==> src/rtl/pingpong_buf_ctrl.sv <==
// rtl/pingpong_buf_ctrl.sv - two-bank ping-pong buffer sequencer with full/empty handshake
// Define PPBUF_STATS_EN to enable the saturating write-stall counter on wr_stall_cnt.
module pingpong_buf_ctrl #(
  parameter int DEPTH  = 256,
  parameter int ADDR_W = 9,
  parameter int RD_LAT = 1
) (
  input  logic              clk,
  input  logic              rst,
  input  logic              wr_vld,
  output logic              wr_rdy,
  output logic              wea,
  output logic [ADDR_W-1:0] wr_addr,
  output logic              save_finish,
  input  logic              rd_en,
  output logic              rea,
  output logic [ADDR_W-1:0] rd_addr,
  output logic              rd_vld,
  output logic              rd_last,
  output logic [1:0]        bank_full,
  output logic [15:0]       wr_stall_cnt
);

  localparam int CNT_W = (DEPTH > 1) ? $clog2(DEPTH) : 1;
  localparam logic [CNT_W-1:0]  LAST_CNT   = CNT_W'(DEPTH - 1);
  localparam logic [ADDR_W-1:0] BANK1_BASE = ADDR_W'(DEPTH);

  typedef enum logic {R_IDLE, R_READ} rstate_t;

  rstate_t           state, state_n;
  logic              wr_bank, rd_bank;
  logic [CNT_W-1:0]  wcnt, rcnt;
  logic              wr_done, rd_issue, rd_done, rea_last;
  logic [1:0]        full_n;
  logic [ADDR_W-1:0] rd_addr_n;
  logic [RD_LAT-1:0] vld_pipe, last_pipe;

  // Gating with rst keeps every output low while reset is held.
  assign wr_rdy  = !rst && !bank_full[wr_bank];
  assign wea     = wr_vld & wr_rdy;
  assign wr_addr = (wr_bank ? BANK1_BASE : '0) + ADDR_W'(wcnt);
  assign wr_done = wea && (wcnt == LAST_CNT);

  always_comb begin
    state_n   = state;
    rd_issue  = 1'b0;
    rd_done   = 1'b0;
    rd_addr_n = (rd_bank ? BANK1_BASE : '0) + ADDR_W'(rcnt);
    case (state)
      R_IDLE: if (bank_full[rd_bank] && rd_en) state_n = R_READ;
      R_READ: begin
        if (rd_en) begin
          rd_issue = 1'b1;
          if (rcnt == LAST_CNT) begin
            rd_done = 1'b1;
            state_n = R_IDLE;
          end
        end
      end
      default: state_n = R_IDLE;
    endcase
    // A completing write and read always target different banks.
    full_n = bank_full;
    if (wr_done) full_n[wr_bank] = 1'b1;
    if (rd_done) full_n[rd_bank] = 1'b0;
  end

  always_ff @(posedge clk) begin
    if (rst) begin
      state       <= R_IDLE;
      wr_bank     <= 1'b0;
      rd_bank     <= 1'b0;
      wcnt        <= '0;
      rcnt        <= '0;
      bank_full   <= 2'b00;
      save_finish <= 1'b0;
      rea         <= 1'b0;
      rea_last    <= 1'b0;
      rd_addr     <= '0;
      vld_pipe    <= '0;
      last_pipe   <= '0;
    end else begin
      state       <= state_n;
      bank_full   <= full_n;
      save_finish <= wr_done;
      if (wea) wcnt <= wr_done ? '0 : wcnt + 1'b1;
      if (wr_done) wr_bank <= ~wr_bank;
      rea      <= rd_issue;
      rea_last <= rd_done;
      if (rd_issue) begin
        rd_addr <= rd_addr_n;
        rcnt    <= rd_done ? '0 : rcnt + 1'b1;
      end
      if (rd_done) rd_bank <= ~rd_bank;
      vld_pipe[0]  <= rea;
      last_pipe[0] <= rea_last;
      for (int i = 1; i < RD_LAT; i++) begin
        vld_pipe[i]  <= vld_pipe[i-1];
        last_pipe[i] <= last_pipe[i-1];
      end
    end
  end

  assign rd_vld  = vld_pipe[RD_LAT-1];
  assign rd_last = last_pipe[RD_LAT-1];

`ifdef PPBUF_STATS_EN
  logic [15:0] stall_q;
  always_ff @(posedge clk) begin
    if (rst) stall_q <= '0;
    else if (wr_vld && !wr_rdy && (stall_q != 16'hFFFF)) stall_q <= stall_q + 16'd1;
  end
  assign wr_stall_cnt = stall_q;
`else
  assign wr_stall_cnt = '0;
`endif

endmodule
==> config.mk <==
export PLATFORM = sky130hd
export DESIGN_NAME = pingpong_buf_ctrl
export DESIGN_NICKNAME = d
export VERILOG_FILES = /design/src/rtl/pingpong_buf_ctrl.sv
export SDC_FILE = /design/constraint.sdc
export NUM_CORES = 1
export LEC_CHECK = 0
export CORE_ASPECT_RATIO = 1.25
export CORE_MARGIN = 8
export CORE_UTILIZATION = 25
export DETAILED_ROUTE_END_ITERATION = 8
export DONT_BUFFER_PORTS = 1
export HOLD_SLACK_MARGIN = 0.05
export PLACE_DENSITY = 0.35
export SYNTH_ARGS = -nofsm -noshare
export SYNTH_HDL_FRONTEND = slang
export SYNTH_SLANG_ARGS = --single-unit
==> constraint.sdc <==
create_clock -name clk -period 2.25 [get_ports clk]
set_input_delay 0.225 -clock clk [delete_from_list [all_inputs] [get_ports clk]]
set_output_delay 0.225 -clock clk [all_outputs]
set_load 0.005 [all_outputs]
==> impl_metrics.env <==
export IMPL_cts_made_buffers=5
export IMPL_post_cts_buffers=0
export IMPL_muxShareOfSynthArea_pct=3.89
export IMPL_grt_pass1_vias=1173
export IMPL_r2r_start="wr_bank"
export IMPL_finClkSkew_ns=0.00900
export IMPL_wl_met3_um=310
export IMPL_synthArstFlopShare_pct=0
export IMPL_layout_setup_ws_ns=0.444
export IMPL_synthCells=179
export IMPL_finalNetCount=184
export IMPL_layout_drive_gt1_share_pct=10.1
export IMPL_ant_nets=0
export IMPL_clk_pin_slew_worst_paths_ns=0.08
export IMPL_ios=46
export IMPL_die_area_um2=9130
export IMPL_r2r_slack_ns=0.49
export IMPL_wl_met2_um=1970
export IMPL_cts_max_path_buffers=2
export IMPL_holdCritPathClass="primary input to flop"
export IMPL_drt_initial_drc_count=61
export IMPL_cpMaxStageDelayCell="dfxtp_1"
export IMPL_regToRegEndpoint="wr_bank"
export IMPL_synth_edf_count=0
export IMPL_drc=0
export IMPL_initial_core_util_pct=25.8
export IMPL_holdPathEnd="wcnt[0]"
export IMPL_path_cells="mux2_4 -> or2_2 -> inv_1"
export IMPL_port_buffers=0
export IMPL_reg2regPathDepth=4
export IMPL_fmax_ghz=0.554
export IMPL_yosysWarningCount=0
export IMPL_rows=32
export IMPL_p_leak_nw=0.593
export IMPL_synth_top_cell_area_share_pct=44.4
export IMPL_firstDrtPassIters=4
export IMPL_utilization_pct=28.1
export IMPL_power_density_nw_per_um2=730
export IMPL_setup_tns_final_ns=0
export IMPL_grt_overflow=0
export IMPL_hpwl_um=2640
export IMPL_syn_area_um2=1580
export IMPL_grt_max_degree=33
export IMPL_fp_coreArea_um2=6130
export IMPL_yosys_area_share_simple_pct=24.5
export IMPL_cp_start_kind="flop"
export IMPL_place_congestion=0.735
export IMPL_yosys_area_top_type="dfxtp_1"
export IMPL_grt_total_usage_pct=8.41
export IMPL_synth_area_per_cell_um2=8.81
export IMPL_synth_compound_area_share_pct=9.91
export IMPL_peakVddDrop_mv=0.298
export IMPL_hold_viol=0
export IMPL_grt_pass1_wl_um=5980
export IMPL_ys_flop_type="dfxtp_1"
export IMPL_dp_cells=255
export IMPL_area_growth_pct=9.20
export IMPL_synthAdderAreaFrac_pct=1.59
export IMPL_viasPerCell=4.33
export IMPL_cts_htree_levels=2
export IMPL_crit_path_end_kind="output pin"
export IMPL_yosysUniqueCellTypes=37
export IMPL_timing_final_crit_period_ns=1.81
export IMPL_clk_root_buffer_cell="clkbuf_8"
export IMPL_setup_violations_final=0
export IMPL_die_w_um=87.1
export IMPL_maxCapViolations=0
export IMPL_synth_xor_area_share_pct=4.44
export IMPL_antenna_found_initial=0
export IMPL_vias=1142
export IMPL_rsz0062_at_grt="false"
export IMPL_netlist_top_cells_area="dfxtp_1 44%, buf_4 8.6%, nand2_1 7.1%, a21oi_1 4.8%, nor2_1 3.1%"
export IMPL_instances_no_fill=264
export IMPL_period_share_pct=80.3
export IMPL_clkSinkCount=35
export IMPL_wl_met1_um=1340
export IMPL_slowest_delay_ns=0.46
export IMPL_maxSlewViolCount=0
export IMPL_place_ws_ns=0.476
export IMPL_highest_layer="met4"
export IMPL_n_antenna_cell=0
export IMPL_synth_top_family_by_area="simple AND/OR/NAND/NOR gates"
export IMPL_yosysSeqAreaShare_pct=44.4
export IMPL_post_cts_resized=0
export IMPL_drt_wl_total_um=3640
export IMPL_path_class="flop to output pin"
export IMPL_outcome="completed"
export IMPL_worstPathArrival_ns=1.58
export IMPL_wire_per_inst_um=13.8
export IMPL_die_h_um=105
export IMPL_clk_latency_ns=0.28
export IMPL_cp_max_fo=6
export IMPL_yosys_register_bits=35
export IMPL_hp_start="rst"
export IMPL_postCtsHoldBufs=1
export IMPL_hold_depth=2
export IMPL_cts_tree="built"
export IMPL_cp_required_ns=2.03
metal layers:
metal	GRT usage (%)	up-vias
met1	8.21	541
li1	-	571
met5	0	-
met3	4.15	2
met4	3.33	0
met2	14.7	28
flip-flops by register name (all words and copies together) (netlist names):
register and flops:
rd_vld 1, wr_bank 1, rea 1, rd_addr 9
bank_full 2, state 1, save_finish 1, rea_last 1
rd_last 1, rcnt 8, wcnt 8, rd_bank 1
metrics by stage:
step	hold slack [ns]	power, W	instance area, um^2
after global routing	0.129	0.00133	1720
after CTS	0.111	0.00128	1720
after global placement	0.301	0.000674	1590
final	0.127	0.00126	1720
after floorplan	0.413	0.000696	1630
after detailed placement	0.301	0.000673	1590
cells in the final DEF, fill, tap and decap left out, types with 3 or more instances in the layout:
cell type  instances
a41oi_1            3
nand4_1            3
a211oi_1           3
or3_1              3
clkbuf_8           6
xor2_1             4
xnor2_1            4
nand2_1           30
conb_1            16
inv_1              3
a21oi_1           15
nor2_1            13
nor3_1             6
dfxtp_1           35
and4_1             3
cells in the mapped netlist, drive strengths merged, types with 2 or more instances:
library cell,instances
nor2b,2
nor3,7
a211oi,3
mux2,3
nand4,3
inv,3
or3,3
buf,21
nor2,14
nor4,2
clkbuf,4
and2,2
nand2,30
ha,2
and4,3
xnor2,4
nand3b,2
o21ai,2
mux2i,2
a41oi,3
a21oi,15
dfxtp,35
and3,2
xor2,4
logic make-up (layout without fill, tap and decap cells):
family / after synthesis / after routing
compound gates: 26 / 26
xor+xnor: 8 / 8
fa+ha+maj: 2 / 2
mux: 5 / 5
other cells: 1 / 16
simple gates: 74 / 74
buf+inv: 28 / 13
flops: 35 / 35
worst max path at each step:
stage / start / to / depth (start not counted)
after floorplan: wr_bank / wr_bank / 5
after global placement: wr_bank / wr_bank / 4
after detailed placement: wr_bank / wr_bank / 4
after CTS: wr_bank / wea / 3
after global routing: wr_bank / wea / 3
final: wr_bank / wea / 3
area by class of cell:
type / instances / area (um^2)
Sequential cell: 35 / 701
Clock inverter: 2 / 35.0
Timing Repair Buffer: 2 / 27.5
Clock buffer: 6 / 82.6
Tap cell: 85 / 106
Multi-Input combinational cell: 131 / 759
Inverter: 3 / 11.3
Fill cell: 678 / 4400
critical path, delay by kind of cell, from the launching register on:
family	cells	cell delay (ns)
flops	1	0.46
mux	1	0.38
simple gates	1	0.35
buf+inv	1	0.11
power by group:
part | total [W] | internal, W | switching, W
Clock | 0.000584 | 0.000359 | 0.000226
Combinational | 0.0000377 | 0.0000121 | 0.0000256
Sequential | 0.000635 | 0.000625 | 0.00000985
(Power assumes the default switching activity.)
